<file path="src/rtl/uart_pkg.sv">
// Shared types and defaults for the 8N1 echo UART.
// State encodings are fixed so waveforms read the same across tools.
package uart_pkg;

  localparam int DEFAULT_CLK_FREQ_HZ = 100_000_000;
  localparam int DEFAULT_BAUD_RATE   = 115200;

  typedef enum logic [2:0] {
    RX_IDLE    = 3'd0,
    RX_START   = 3'd1,
    RX_DATA    = 3'd2,
    RX_STOP    = 3'd3,
    RX_CLEANUP = 3'd4
  } rx_state_t;

  typedef enum logic [1:0] {
    TX_IDLE  = 2'd0,
    TX_START = 2'd1,
    TX_DATA  = 2'd2,
    TX_STOP  = 2'd3
  } tx_state_t;

endpackage

</file>
<file path="src/rtl/uart_tx.sv">
// 8N1 serial transmitter. A start request in IDLE latches one byte and
// sends a full frame; requests while busy are ignored.
module uart_tx
  import uart_pkg::*;
#(
  parameter int CLKS_PER_BIT = 868
) (
  input  logic       clk,
  input  logic       areset,
  input  logic       start,
  input  logic [7:0] data,
  output logic       data_out,
  output logic       tx_busy,
  output logic       tx_done
);

  localparam int CNT_W = (CLKS_PER_BIT > 2) ? $clog2(CLKS_PER_BIT) : 1;
  localparam logic [CNT_W-1:0] BIT_LAST = CNT_W'(CLKS_PER_BIT - 1);

  tx_state_t        state_q, state_d;
  logic [CNT_W-1:0] cnt_q, cnt_d;
  logic [2:0]       bit_q, bit_d;
  logic [7:0]       shift_q, shift_d;
  logic             out_q, out_d;
  logic             busy_q, busy_d;
  logic             done_q, done_d;
  logic             bit_end;

  assign bit_end = (cnt_q == BIT_LAST);

  always_comb begin
    state_d = state_q;
    cnt_d   = cnt_q;
    bit_d   = bit_q;
    shift_d = shift_q;
    out_d   = out_q;
    busy_d  = busy_q;
    done_d  = 1'b0;
    case (state_q)
      TX_IDLE: begin
        out_d  = 1'b1;
        busy_d = 1'b0;
        if (start && !busy_q) begin
          shift_d = data;
          cnt_d   = '0;
          out_d   = 1'b0;
          busy_d  = 1'b1;
          state_d = TX_START;
        end
      end
      TX_START: begin
        if (bit_end) begin
          cnt_d   = '0;
          bit_d   = '0;
          out_d   = shift_q[0];
          state_d = TX_DATA;
        end else begin
          cnt_d = cnt_q + CNT_W'(1);
        end
      end
      TX_DATA: begin
        if (bit_end) begin
          cnt_d = '0;
          // shift right so the next bit to send is always at position 0/1
          shift_d = {1'b0, shift_q[7:1]};
          if (bit_q == 3'd7) begin
            out_d   = 1'b1;
            state_d = TX_STOP;
          end else begin
            bit_d = bit_q + 3'd1;
            out_d = shift_q[1];
          end
        end else begin
          cnt_d = cnt_q + CNT_W'(1);
        end
      end
      TX_STOP: begin
        if (bit_end) begin
          cnt_d   = '0;
          busy_d  = 1'b0;
          done_d  = 1'b1;
          state_d = TX_IDLE;
        end else begin
          cnt_d = cnt_q + CNT_W'(1);
        end
      end
      default: state_d = TX_IDLE;
    endcase
  end

  always_ff @(posedge clk or posedge areset) begin
    if (areset) begin
      state_q <= TX_IDLE;
      cnt_q   <= '0;
      bit_q   <= '0;
      shift_q <= '0;
      out_q   <= 1'b1;
      busy_q  <= 1'b0;
      done_q  <= 1'b0;
    end else begin
      state_q <= state_d;
      cnt_q   <= cnt_d;
      bit_q   <= bit_d;
      shift_q <= shift_d;
      out_q   <= out_d;
      busy_q  <= busy_d;
      done_q  <= done_d;
    end
  end

  assign data_out = out_q;
  assign tx_busy  = busy_q;
  assign tx_done  = done_q;

endmodule

</file>
<file path="src/rtl/uart.sv">
// 8N1 UART with echo loopback: every well-framed byte received on
// data_in_rx is retransmitted on data_out by the uart_tx instance.
module uart
  import uart_pkg::*;
#(
  parameter int CLK_FREQ_HZ = DEFAULT_CLK_FREQ_HZ,
  parameter int BAUD_RATE   = DEFAULT_BAUD_RATE
) (
  input  logic       clk,
  input  logic       areset,
  input  logic       data_in_rx,
  output logic       data_out,
  output logic       tx_busy,
  output logic       tx_done,
  output logic       rx_open,
  output logic       rx_valid,
  output logic [7:0] rx_saved
);

  localparam int CLKS_PER_BIT = CLK_FREQ_HZ / BAUD_RATE;
  localparam int HALF_BIT     = CLKS_PER_BIT / 2;
  localparam int CNT_W        = (CLKS_PER_BIT > 2) ? $clog2(CLKS_PER_BIT) : 1;
  localparam logic [CNT_W-1:0] BIT_LAST  = CNT_W'(CLKS_PER_BIT - 1);
  localparam logic [CNT_W-1:0] HALF_LAST = CNT_W'(HALF_BIT - 1);

  logic             sync1_q, sync2_q;
  rx_state_t        rx_state_q, rx_state_d;
  logic [CNT_W-1:0] rx_cnt_q, rx_cnt_d;
  logic [2:0]       rx_bit_q, rx_bit_d;
  logic [7:0]       rx_shift_q, rx_shift_d;
  logic [7:0]       rx_saved_q, rx_saved_d;
  logic             rx_valid_q, rx_valid_d;
  logic             rx_line;

  // Two-flop synchronizer; reset high so an idle line is not a start bit.
  always_ff @(posedge clk or posedge areset) begin
    if (areset) begin
      sync1_q <= 1'b1;
      sync2_q <= 1'b1;
    end else begin
      sync1_q <= data_in_rx;
      sync2_q <= sync1_q;
    end
  end

  assign rx_line = sync2_q;

  always_comb begin
    rx_state_d = rx_state_q;
    rx_cnt_d   = rx_cnt_q;
    rx_bit_d   = rx_bit_q;
    rx_shift_d = rx_shift_q;
    rx_saved_d = rx_saved_q;
    rx_valid_d = 1'b0;
    case (rx_state_q)
      RX_IDLE: begin
        if (!rx_line) begin
          rx_cnt_d   = '0;
          rx_state_d = RX_START;
        end
      end
      RX_START: begin
        if (rx_cnt_q == HALF_LAST) begin
          rx_cnt_d   = '0;
          rx_bit_d   = '0;
          rx_state_d = rx_line ? RX_IDLE : RX_DATA;
        end else begin
          rx_cnt_d = rx_cnt_q + CNT_W'(1);
        end
      end
      RX_DATA: begin
        if (rx_cnt_q == BIT_LAST) begin
          rx_cnt_d             = '0;
          rx_shift_d[rx_bit_q] = rx_line;
          if (rx_bit_q == 3'd7) begin
            rx_state_d = RX_STOP;
          end else begin
            rx_bit_d = rx_bit_q + 3'd1;
          end
        end else begin
          rx_cnt_d = rx_cnt_q + CNT_W'(1);
        end
      end
      RX_STOP: begin
        if (rx_cnt_q == BIT_LAST) begin
          rx_cnt_d   = '0;
          rx_state_d = rx_line ? RX_CLEANUP : RX_IDLE;
        end else begin
          rx_cnt_d = rx_cnt_q + CNT_W'(1);
        end
      end
      RX_CLEANUP: begin
        if (rx_cnt_q == HALF_LAST) begin
          rx_cnt_d   = '0;
          rx_saved_d = rx_shift_q;
          rx_valid_d = 1'b1;
          rx_state_d = RX_IDLE;
        end else begin
          rx_cnt_d = rx_cnt_q + CNT_W'(1);
        end
      end
      default: rx_state_d = RX_IDLE;
    endcase
  end

  always_ff @(posedge clk or posedge areset) begin
    if (areset) begin
      rx_state_q <= RX_IDLE;
      rx_cnt_q   <= '0;
      rx_bit_q   <= '0;
      rx_shift_q <= '0;
      rx_saved_q <= '0;
      rx_valid_q <= 1'b0;
    end else begin
      rx_state_q <= rx_state_d;
      rx_cnt_q   <= rx_cnt_d;
      rx_bit_q   <= rx_bit_d;
      rx_shift_q <= rx_shift_d;
      rx_saved_q <= rx_saved_d;
      rx_valid_q <= rx_valid_d;
    end
  end

  // Open only while idle on a high line, so it falls together with START entry.
  assign rx_open  = (rx_state_q == RX_IDLE) && rx_line;
  assign rx_valid = rx_valid_q;
  assign rx_saved = rx_saved_q;

  uart_tx #(
    .CLKS_PER_BIT(CLKS_PER_BIT)
  ) u_tx (
    .clk     (clk),
    .areset  (areset),
    .start   (rx_valid_q),
    .data    (rx_saved_q),
    .data_out(data_out),
    .tx_busy (tx_busy),
    .tx_done (tx_done)
  );

endmodule

</file>
<file path="config.mk">
export PLATFORM = sky130hd
export DESIGN_NAME = uart
export DESIGN_NICKNAME = d
export VERILOG_FILES = /design/src/rtl/uart_pkg.sv /design/src/rtl/uart_tx.sv /design/src/rtl/uart.sv
export SDC_FILE = /design/constraint.sdc
export NUM_CORES = 1
export LEC_CHECK = 0
export CAP_MARGIN = 5
export CORE_UTILIZATION = 45
export CTS_BUF_LIST = sky130_fd_sc_hd__clkbuf_8
export CTS_CLUSTER_DIAMETER = 60
export DETAILED_ROUTE_END_ITERATION = 8
export PLACE_DENSITY = 0.72
export SYNTH_ARGS = -nofsm -noshare
export SYNTH_HDL_FRONTEND = slang
export SYNTH_SLANG_ARGS = --single-unit
</file>
<file path="constraint.sdc">
create_clock -name clk -period 2.65 [get_ports clk]
set_input_delay 0.53 -clock clk [delete_from_list [all_inputs] [get_ports clk]]
set_output_delay 0.53 -clock clk [all_outputs]
set_load 0.05 [all_outputs]
</file>
After elaboration in Yosys (flattened, before gate mapping) --
Cells that the tools add are included. W data, S select, Z words.
Word-level totals: bits in registers 61, bits of input ports 3, output and inout port bits 13, word-level logic and storage cells 118
Cells by class: add/sub/neg operators 4, order comparisons 2, eq/ne operators 25, mux-type cells 47, reduce and logical (&&, ||, !) cells 25
Operators with widths (number):
- $mux W10 | 5
- $mux W3 | 12
- $pmux W10 S3 | 1
- $add A10 B1 Y10 const B | 2
- $eq A10 B10 Y1 const B | 2
- $pmux W10 S2 | 1
- $mux W8 | 2
- $ne A2 B2 Y1 const B | 8
- $pmux W8 S2 | 1
- $pmux W3 S5 | 1
- $mux W2 | 6
- $pmux W3 S2 | 2
- $mux W1 | 11
- $eq A10 B9 Y1 const B | 1
- $ne A2 B1 Y1 const B | 5
- $eq A3 B3 Y1 const B | 3
- $bwmux W8 | 1
- $pmux W2 S4 | 1
- $reduce_and A2 Y1 | 4
- $reduce_and A4 Y1 | 2
- $reduce_bool A2 Y1 | 4
- $add A3 B1 Y3 const B | 2
- $eq A3 B2 Y1 const B | 2
- $reduce_and A3 Y1 | 2
- 17 further kinds | 22

Longest topological paths before layout --
Gate-level depths: netlist of run 1.
depth after elaboration 5, mapped depth 7, gate-level depth less buffers 6

Hierarchy --
From an unflattened synthesis of run 1, not the netlist that was laid out.
Unflattened totals: cells, all modules 305, area, all modules 3300.7 µm²
By module, submodules not included:
- uart | times used 1, cells an instance 165, area an instance 1799.2 µm², seq. area each 878.3 µm²
- uart_tx | times used 1, cells an instance 140, area an instance 1501.4 µm², seq. area each 651.9 µm²

Worst setup path before layout of run 1 --
Ideal clock, no wire load.
path kind reg2reg, from register u_tx.state_q[0], to register u_tx.state_q[1], library setup time 128 ps, arrival time 1773 ps, setup slack 749 ps, stages on the path, launching flop included 7, buffers on the path 1, period minus slack after synthesis 1901 ps, cell sequence dfrtp_1 inv_1 ha_1 buf_2 or3_1 a221oi_2 mux2_1
On the way: cells in the longest elaborated chain, start to end 3, elaborated cells on any way between the ends 11, those cells by class 8 x eq/ne; 1 x mux; 2 x reduce/logical
Ends and longest elaborated chain:
- from (decl) | line uart_tx.sv:20 | tx_state_t state_q, state_d;
- from (signal assigned) | line uart_tx.sv:101 | state_q <= state_d;
- $eq A2 B2 Y1 (tied with other cells) | line uart_tx.sv:39 | case (state_q)
- $ne A2 B1 Y1 (no line)
- $reduce_and A5 Y1 (no line)
Parallel ways exist; a longest one is shown, timed or not. A chain may end at the register's enable or synchronous reset.

Worst setup path after layout of run 1 --
from register u_tx.out_q, in the netlist u_tx.data_out, to output data_out
RTL lines:
- from (decl) | line uart_tx.sv:24 | logic out_q, out_d;
- from (signal assigned) | line uart_tx.sv:105 | out_q <= out_d;
- to (decl) | line uart.sv:12 | output logic data_out,
No word-level cell between the ends.

==> reports/metrics.cfg, run 1 <==
[run_status]
outcome = finished clean

[min_path]
min_from = sync1_q
hold_path_class = reg -> reg
whs_path_depth = 0
min_to = rx_line

[floorplanning]
core_area_sq_mm = 0.00729
fp.dieArea_sq_mm = 0.00794
ios = 16
initial_core_util_pct = 46.8
die_height_microns = 89.1
die_width_microns = 89.1
rows = 31

[global_route]
grt_max_degree = 62
grt_pass1_wl_microns = 11300
track_usage_pct = 18.8
grt_pass1_vias = 2401
grt_antenna_before_repair = 0
globalRouteOverflowTotal = 0

[synthesis]
syn_inst = 309
ys_seq_area_share_pct = 44.8
ys.flop_type = dfrtp_1
postSynthAreaPerCell_sq_um = 11.1
ys_seq_elements = 61
syn_nets = 324
synth_area_sq_mm = 0.00342
synthArstFlopShare_pct = 100
yosys_warnings = 0
synth_edf_count = 0
synthDistinctLibCells = 64

[placement]
placed_cells = 415
gp_routability_congestion = 0.840
portBuffers = 15
dp.final_hpwl_microns = 4730

[setup_path]
r2r-end = rx_state_q[0]
critPathArrivalTime_ns = 1.66
rr_worst_depth = 4
crit_family = buffers and inverters
slowest_stage = clkdlybuf4s50_1
critPathRequiredTime_ns = 2.12
cp-end-kind = output pin
r2r-start = rx_state_q[1]
cp.buffers_inverters = 1
start_kind = register
r2r_setup_slack_ns = 0.60
crit_chain = clkdlybuf4s50_1
path_class = reg -> out
cp_max_fo = 2
slowest_delay_ns = 0.80

[power_and_ir_drop]
powerDensity_mw_per_mm2 = 471
peakVddDrop_uv = 336
power_mw = 1.82
leakage_nw = 1.74

[cells_and_area]
utilization_pct = 53.1
drive_gt1_share_pct = 21.4
syn_to_final_growth_pct = 13.3
nets = 342
antennaDiodeCount = 0
instances_no_fill = 431

[route]
ant_nets = 0
viasPerCell = 5.71
drtPass1Iterations = 4
route.detailed.drc = 0
dr.first_iter.drc_count = 129
route.vias.total = 2463
wl_microns = 6760
wl_per_cell_microns = 15.7

[sta]
fin_crit_sh_pct = 82.7
rsz0062_at_grt = false
maxSlewHeadroom_pct = 65.5
clock.fmax_mhz = 456
final-hold-violation-count = 0
fin_hold_ws_ns = 0.373
finalSetupViolCount = 0
clock-skew-final_ns = 0.0152
min_period_ns = 2.19
slew_viol_final = 0
fin_setup_tns_ns = 0
tightest_slew_ns = 0.504

[run]
maxCapViolations = 0

[clock_network]
clock_sinks = 61
clk_latency_ns = 0.34
cts.hold.buffers_added = 0
cts_setup_buffers = 0
cts.path.max_buffers = 2
cts_tree = done
cts_buffers = 9
root_buffer = clkbuf_8
clkTransAtPathRegs_ns = 0.07
post_cts_resized = 0
htree_levels = 3

-- metrics by stage --
step | worst slack [ns] | instance area, sq um
after floorplan | 0.612 | 3420
after global placement | 0.706 | 3660
after detailed placement | 0.625 | 3660
after CTS | 0.438 | 3870
after global routing | 0.362 | 3870
final | 0.458 | 3870
-- state kept, by name, summed over array words and instances, names as in the netlist --
name,count
rx_line,1
u_tx.state_q,2
rx_bit_q,3
u_tx.bit_q,3
u_tx.tx_done,1
rx_saved,8
sync1_q,1
rx_shift_q,8
u_tx.data_out,1
rx_valid,1
u_tx.cnt_q,10
rx_cnt_q,10
rx_state_q,3
u_tx.shift_q,8
u_tx.tx_busy,1
-- power by group --
group          internal (mW)  leakage, nW  switching [mW]
registers              0.934        0.827         0.00233
clock network          0.506        0.110           0.355
logic                0.00604        0.804          0.0191
-- cells in the mapped netlist, drive strengths merged (3+ instances only) --
| cell | number | area [sq um] |
|---|---|---|
| o2111ai | 3 | 26.3 |
| dfrtp | 58 | 1450 |
| a21o | 4 | 30.0 |
| and3 | 4 | 30.0 |
| nor2 | 14 | 52.6 |
| o21ai | 20 | 100 |
| clkbuf | 3 | 12.5 |
| buf | 8 | 50.1 |
| mux2 | 31 | 353 |
| ha | 12 | 150 |
| a22o | 5 | 43.8 |
| and4b | 3 | 30.0 |
| a31oi | 7 | 58.8 |
| and4 | 3 | 28.8 |
| nand4 | 8 | 65.1 |
| dfstp | 3 | 78.8 |
| nor2b | 7 | 43.8 |
| and2 | 5 | 31.3 |
| o21a | 3 | 22.5 |
| nor3 | 5 | 41.3 |
| nor4b | 4 | 53.8 |
| nor3b | 3 | 56.3 |
| nand2 | 26 | 97.6 |
| a2111oi | 4 | 35.0 |
| inv | 12 | 45.0 |
| or3 | 3 | 18.8 |
| nand2b | 5 | 31.3 |
| o31ai | 6 | 45.0 |
| a21oi | 3 | 15.0 |
| nand3 | 10 | 67.6 |
| xnor2 | 4 | 35.0 |
| nand3b | 3 | 26.3 |
-- layer usage --
layer | vias up | track usage, % | wire length (microns)
met1 | 1203 | 24.7 | 3110
met2 | 56 | 29.8 | 3270
met3 | 13 | 5.63 | 256
met4 | 0 | 6.35 | 119
li1 | 1191 | - | -
met5 | - | 0 | 0
-- worst max-delay path by stage --
| stage | startpoint | endpoint | slack [ns] | depth (start not counted) |
|---|---|---|---|---|
| after global routing | rx_state_q[1] | rx_open | 0.36 | 3 |
| after global placement | rx_state_q[1] | rx_state_q[0] | 0.71 | 4 |
| after CTS | u_tx.data_out | data_out | 0.44 | 1 |
| after floorplan | areset | rx_bit_q[0] | 0.61 | 1 |
| final | u_tx.data_out | data_out | 0.46 | 1 |
| after detailed placement | rx_state_q[1] | rx_state_q[0] | 0.62 | 4 |
-- logic make-up (layout without fill, tap and decap cells) --
group / count (synthesis) / after routing / synth area share (%)
xor+xnor: 5 / 5 / 1.28
mux: 33 / 33 / 10.9
fa+ha+maj: 12 / 12 / 4.40
buf+inv: 23 / 46 / 3.15
compound gates: 66 / 66 / 14.2
flops: 61 / 61 / 44.8
simple gates: 109 / 109 / 21.2
-- layout by cell type (no fill, tap or decap), types with 4 or more instances in the layout --
| cell type | count |
|---|---|
| a2111oi_0 | 4 |
| a21o_1 | 4 |
| a22o_1 | 5 |
| a31oi_1 | 6 |
| and2_1 | 5 |
| clkbuf_8 | 12 |
| clkdlybuf4s50_1 | 14 |
| dfrtp_1 | 58 |
| ha_1 | 12 |
| inv_1 | 12 |
| mux2_2 | 27 |
| nand2_1 | 26 |
| nand2b_1 | 5 |
| nand3_1 | 8 |
| nand4_1 | 7 |
| nor2_1 | 14 |
| nor2b_1 | 7 |
| o21ai_0 | 20 |
| o31ai_1 | 6 |
| xnor2_1 | 4 |
-- area by class of cell --
type	instances	area [sq um]
inverter	12	45.0
multi-input combinational	225	1780
clock buffer	12	165
tap	99	124
timing repair buffer	18	183
sequential	61	1530
fill	647	3420
clock inverter	4	46.3
Power figures use the tool's default switching activity.
==> run 2, diff against run 1 <==
- PLACE_DENSITY: 0.72 -> 0.75
- clock period: 2.65 -> 1.9 ns (I/O delays scaled with it)
==> reports/metrics.cfg, run 2 (synthesized netlist as in run 1, its figures left out) <==
[setup_path]
crit_start = u_tx.tx_done
start_kind = register
slowest_delay_ns = 0.79
r2r-start = rx_cnt_q[1]
crit_chain = clkdlybuf4s50_1
critPathArrivalTime_ns = 1.45
critPathRequiredTime_ns = 1.52
path_class = reg -> out
cp_max_fo = 1
crit_family = buffers and inverters
cp-end-kind = output pin
slowest_stage = clkdlybuf4s50_1
cp.buffers_inverters = 1

[placement]
portBuffers = 15
dp.final_hpwl_microns = 5160
pre_cts_ws_ns = 0.0145
gp_routability_congestion = 0.908

[sta]
fin_crit_sh_pct = 96.5
tightest_slew_ns = 0.529
final-hold-violation-count = 0
fin_setup_tns_ns = 0
rsz0062_at_grt = true
clock.fmax_mhz = 545
slew_viol_final = 0
finalWorstSetupSlack_ns = 0.0657
min_period_ns = 1.83
maxSlewHeadroom_pct = 63.8
finalSetupViolCount = 0
clock-skew-final_ns = 0.00787

[floorplanning]
rows = 31
initial_core_util_pct = 46.8
ios = 16
die_width_microns = 89.1
die_height_microns = 89.1
fp.dieArea_sq_mm = 0.00794
core_area_sq_mm = 0.00729

[power_and_ir_drop]
leakage_nw = 1.90
peakVddDrop_uv = 510
powerDensity_mw_per_mm2 = 587

[cells_and_area]
drive_gt1_share_pct = 33.3
syn_to_final_growth_pct = 21.5
regArea_sq_mm = 0.00153
top_regs = rx_cnt_q (10), u_tx.cnt_q (10)
nets = 373
n_fill_cell = 633
antennaDiodeCount = 0
utilization_pct = 56.9
multi_input_area_sq_mm = 0.00183
final_cell_mix = dfrtp_1 (58), buf_4 (40), mux2_2 (27), nand2_1 (26), o21ai_0 (20)
layout_commonest_cell = dfrtp_1

[min_path]
min_from = sync1_q
hold_path_class = reg -> reg

[clock_network]
cts.hold.buffers_added = 0
cts_buffers = 9
clock_sinks = 61
htree_levels = 3
clk_latency_ns = 0.34
cts.path.max_buffers = 2
root_buffer = clkbuf_8
cts_tree = done
clkTransAtPathRegs_ns = 0.07

[route]
ant_nets = 0
wl_per_cell_microns = 15.3
drtPass1Iterations = 4
wl_microns = 7060
route.detailed.drc = 0
route.vias.total = 2579
viasPerCell = 5.58
dr.first_iter.drc_count = 103

[global_route]
grt_antenna_before_repair = 0
track_usage_pct = 19.3
globalRouteOverflowTotal = 0
grt_max_degree = 37
grt_pass1_vias = 2455
grt_pass1_wl_microns = 11600

[run_status]
outcome = finished clean

[run]
maxCapViolations = 0

-- run 2: changes by cell type in the layout (fill, tap and decap cells not counted), sizes merged --
cell           change
clkdlybuf4s50     -11
dlygate4sd2        +2
buf               +40
inv                -1
bufinv             -1
clkinvlp           +2
-- run 2: what timing repair did --
| item | CTS | global route |
|---|---|---|
| buffers inserted | 1 | 3 |
| endpoints found under the setup margin | 4 | 11 |
| cloned | 0 | 0 |
| gates resized for setup | 4 | 10 |
| pin swaps | 1 | 3 |
-- run 2: cell type report --
type | count | area share, %
Clock buffer | 12 | 3.98
Clock inverter | 4 | 0.754
Inverter | 12 | 1.09
Multi-Input combinational cell | 225 | 44.0
Sequential cell | 61 | 36.9
Tap cell | 99 | 2.98
Timing Repair Buffer | 49 | 10.3
-- run 2: power by group --
| part | internal, mW | total [mW] | switching [mW] | leakage, nW |
|---|---|---|---|---|
| Clock | 0.582 | 1.09 | 0.508 | 0.0908 |
| Combinational | 0.0125 | 0.0409 | 0.0284 | 0.984 |
| Sequential | 1.30 | 1.31 | 0.00312 | 0.827 |
| Total | 1.90 | 2.44 | 0.539 | 1.90 |
-- run 2: final timing paths --
path / end / slack, ns / depth (start not counted)
max: tx_done / 0.07 / 1
min: rx_line / 0.36 / 0
max reg2reg: rx_shift_q[4] / 0.07 / 5
min in group asynchronous: u_tx.cnt_q[5] / 0.41 / 3
max in group asynchronous: sync1_q / 1.22 / 3
min reg2reg: rx_line / 0.36 / 0
-- run 2: metal layers --
metal  track usage [%]  share of wire [%]
met5                 0                  0
met4              5.19               0.86
met3              5.54                3.4
met2              31.0                 49
met1              25.8                 46
-- run 2: per-stage QoR --
| step | power [mW] | hold slack, ns | cell area (sq um) | instances |
|---|---|---|---|---|
| floorplan | 1.35 | 0.345 | 3420 | 309 |
| global placement | 1.37 | 0.349 | 3880 | 442 |
| detailed placement | 1.37 | 0.347 | 3880 | 442 |
| CTS | 2.47 | 0.357 | 4090 | 459 |
| global route | 2.52 | 0.359 | 4150 | 462 |
| finish | 2.44 | 0.356 | 4150 | 462 |
==> run 3, diff against run 2 <==
- CORE_UTILIZATION: 45 -> 40
- PLACE_DENSITY: 0.75 -> 0.69
==> reports/metrics.cfg, run 3 (synthesized netlist as in run 1, its figures left out) <==
[global_route]
grt_antenna_before_repair = 0
grt_max_degree = 35
track_usage_pct = 17.0
grt_pass1_wl_microns = 11900
grt_pass1_vias = 2501
globalRouteOverflowTotal = 0

[placement]
gp_routability_congestion = 0.836
dp.final_hpwl_microns = 4940
pre_cts_ws_ns = 0.0125
place_area_sq_mm = 0.00383
portBuffers = 15

[route]
wl_per_cell_microns = 15.0
drtPass1Iterations = 6
wl_microns = 6910
route.vias.total = 2495
dr.first_iter.drc_count = 121
ant_nets = 0
viasPerCell = 5.42
route.detailed.drc = 0

[clock_network]
cts_buffers = 9
clock_sinks = 61
cts_tree = done
cts.path.max_buffers = 2
clk_latency_ns = 0.34
clkTransAtPathRegs_ns = 0.07
htree_levels = 3
root_buffer = clkbuf_8

[sta]
clock.fmax_mhz = 541
final-hold-violation-count = 0
rsz0062_at_grt = true
clock-skew-final_ns = 0.00439
slew_viol_final = 0
min_period_ns = 1.85
fin_crit_sh_pct = 97.3
finalWorstSetupSlack_ns = 0.0514
maxSlewHeadroom_pct = 60.4
finalSetupViolCount = 0
tightest_slew_ns = 0.579

[floorplanning]
die_width_microns = 94.4
core_area_sq_mm = 0.00826
die_height_microns = 94.4
initial_core_util_pct = 41.4
rows = 33
fp.dieArea_sq_mm = 0.00891
ios = 16

[setup_path]
critPathArrivalTime_ns = 2.07
cp_max_fo = 4
cp-end-kind = register
critPathRequiredTime_ns = 2.12
r2r-start = u_tx.state_q[1]
rr_worst_depth = 5
crit_start = u_tx.state_q[1]
path_class = reg -> reg
start_kind = register

[run_status]
outcome = finished clean

[power_and_ir_drop]
peakVddDrop_uv = 378
pwr-share-comb_pct = 1.5
seqPwrFrac_pct = 53.0
p_sw_mw = 0.554
intPower_mw = 1.91
powerDensity_mw_per_mm2 = 607
switching_share_pct = 22.5
power_frac_clock_pct = 45.5
leakage_nw = 1.87

[min_path]
hold_path_class = in -> async

[cells_and_area]
multi_input_area_sq_mm = 0.00180
final_cell_mix = dfrtp_1 (57), buf_4 (33), mux2_2 (27), nand2_1 (26), o21ai_0 (20)
nets = 365
n_fill_cell = 738
antennaDiodeCount = 0
post-route-cell-area_sq_mm = 0.00406
regArea_sq_mm = 0.00153
top_regs = rx_cnt_q (10), u_tx.cnt_q (10)
layout_commonest_cell = dfrtp_1
drive_gt1_share_pct = 31.5
syn_to_final_growth_pct = 18.7

[run]
maxCapViolations = 0

==> run 3: what timing repair did <==
| item | in CTS | in global routing |
|---|---|---|
| hold buffers | 0 | 0 |
| gates resized for setup | 3 | 9 |
| pin swaps | 1 | 2 |
| endpoints found under the setup margin | 3 | 15 |
| setup buffers | 1 | 0 |
==> run 3: path summary, 6_finish.rpt <==
check | to | slack, ns
setup / recovery | u_tx.state_q[1] | 0.05
hold / removal | u_tx.cnt_q[0] | 0.32
setup reg to reg | u_tx.state_q[1] | 0.05
hold reg to reg | rx_line | 0.36
max in group asynchronous | rx_line | 0.99
min in group clk | rx_line | 0.36
==> run 3: through the flow <==
stage | instances | hold WS (ns) | total power [mW] | TNS (ns) | utilization [%]
global route | 460 | 0.334 | 2.56 | -0.0289 | 49.1
CTS | 460 | 0.335 | 2.50 | 0 | 48.9
floorplan | 309 | 0.345 | 1.35 | 0 | -
finish | 460 | 0.320 | 2.46 | 0 | 49.1
global placement | 443 | 0.346 | 1.37 | 0 | 46.4
detailed placement | 443 | 0.352 | 1.37 | 0 | 46.4
==> run 3: worst max-delay path: stages (launching register included) <==
cell      delay (ns)
dfrtp_1         0.43
inv_2           0.07
ha_2            0.19
or3_1           0.38
a221oi_2        0.31
mux2_1          0.35
==> run 3: metal layers <==
layer / global-route usage, % / routed length (microns) / part of all wire, % / vias to the layer above
li1: - / - / - / 1231
met4: 3.59 / 31 / 0.45 / 0
met2: 26.9 / 3350 / 49 / 34
met3: 5.15 / 209 / 3.0 / 4
met5: 0 / 0 / 0 / -
met1: 23.0 / 3320 / 48 / 1226
==> run 3: power groups by stage <==
stage | combinational (mW) | sequential (mW) | clock (mW)
finish | 0.0374 | 1.31 | 1.12
global route | 0.0442 | 1.30 | 1.21
CTS | 0.0404 | 1.31 | 1.16
detailed placement | 0.0403 | 1.33 | 0
global placement | 0.0394 | 1.33 | 0
floorplan | 0.0202 | 1.33 | 0
==> run 3: cell type report <==
| type | instances | area share, % |
|---|---|---|
| Clock inverter | 7 | 1.67 |
| Tap cell | 105 | 3.24 |
| Inverter | 12 | 1.11 |
| Clock buffer | 9 | 3.05 |
| Multi-Input combinational cell | 225 | 44.4 |
| Sequential cell | 61 | 37.8 |
| Timing Repair Buffer | 41 | 8.76 |
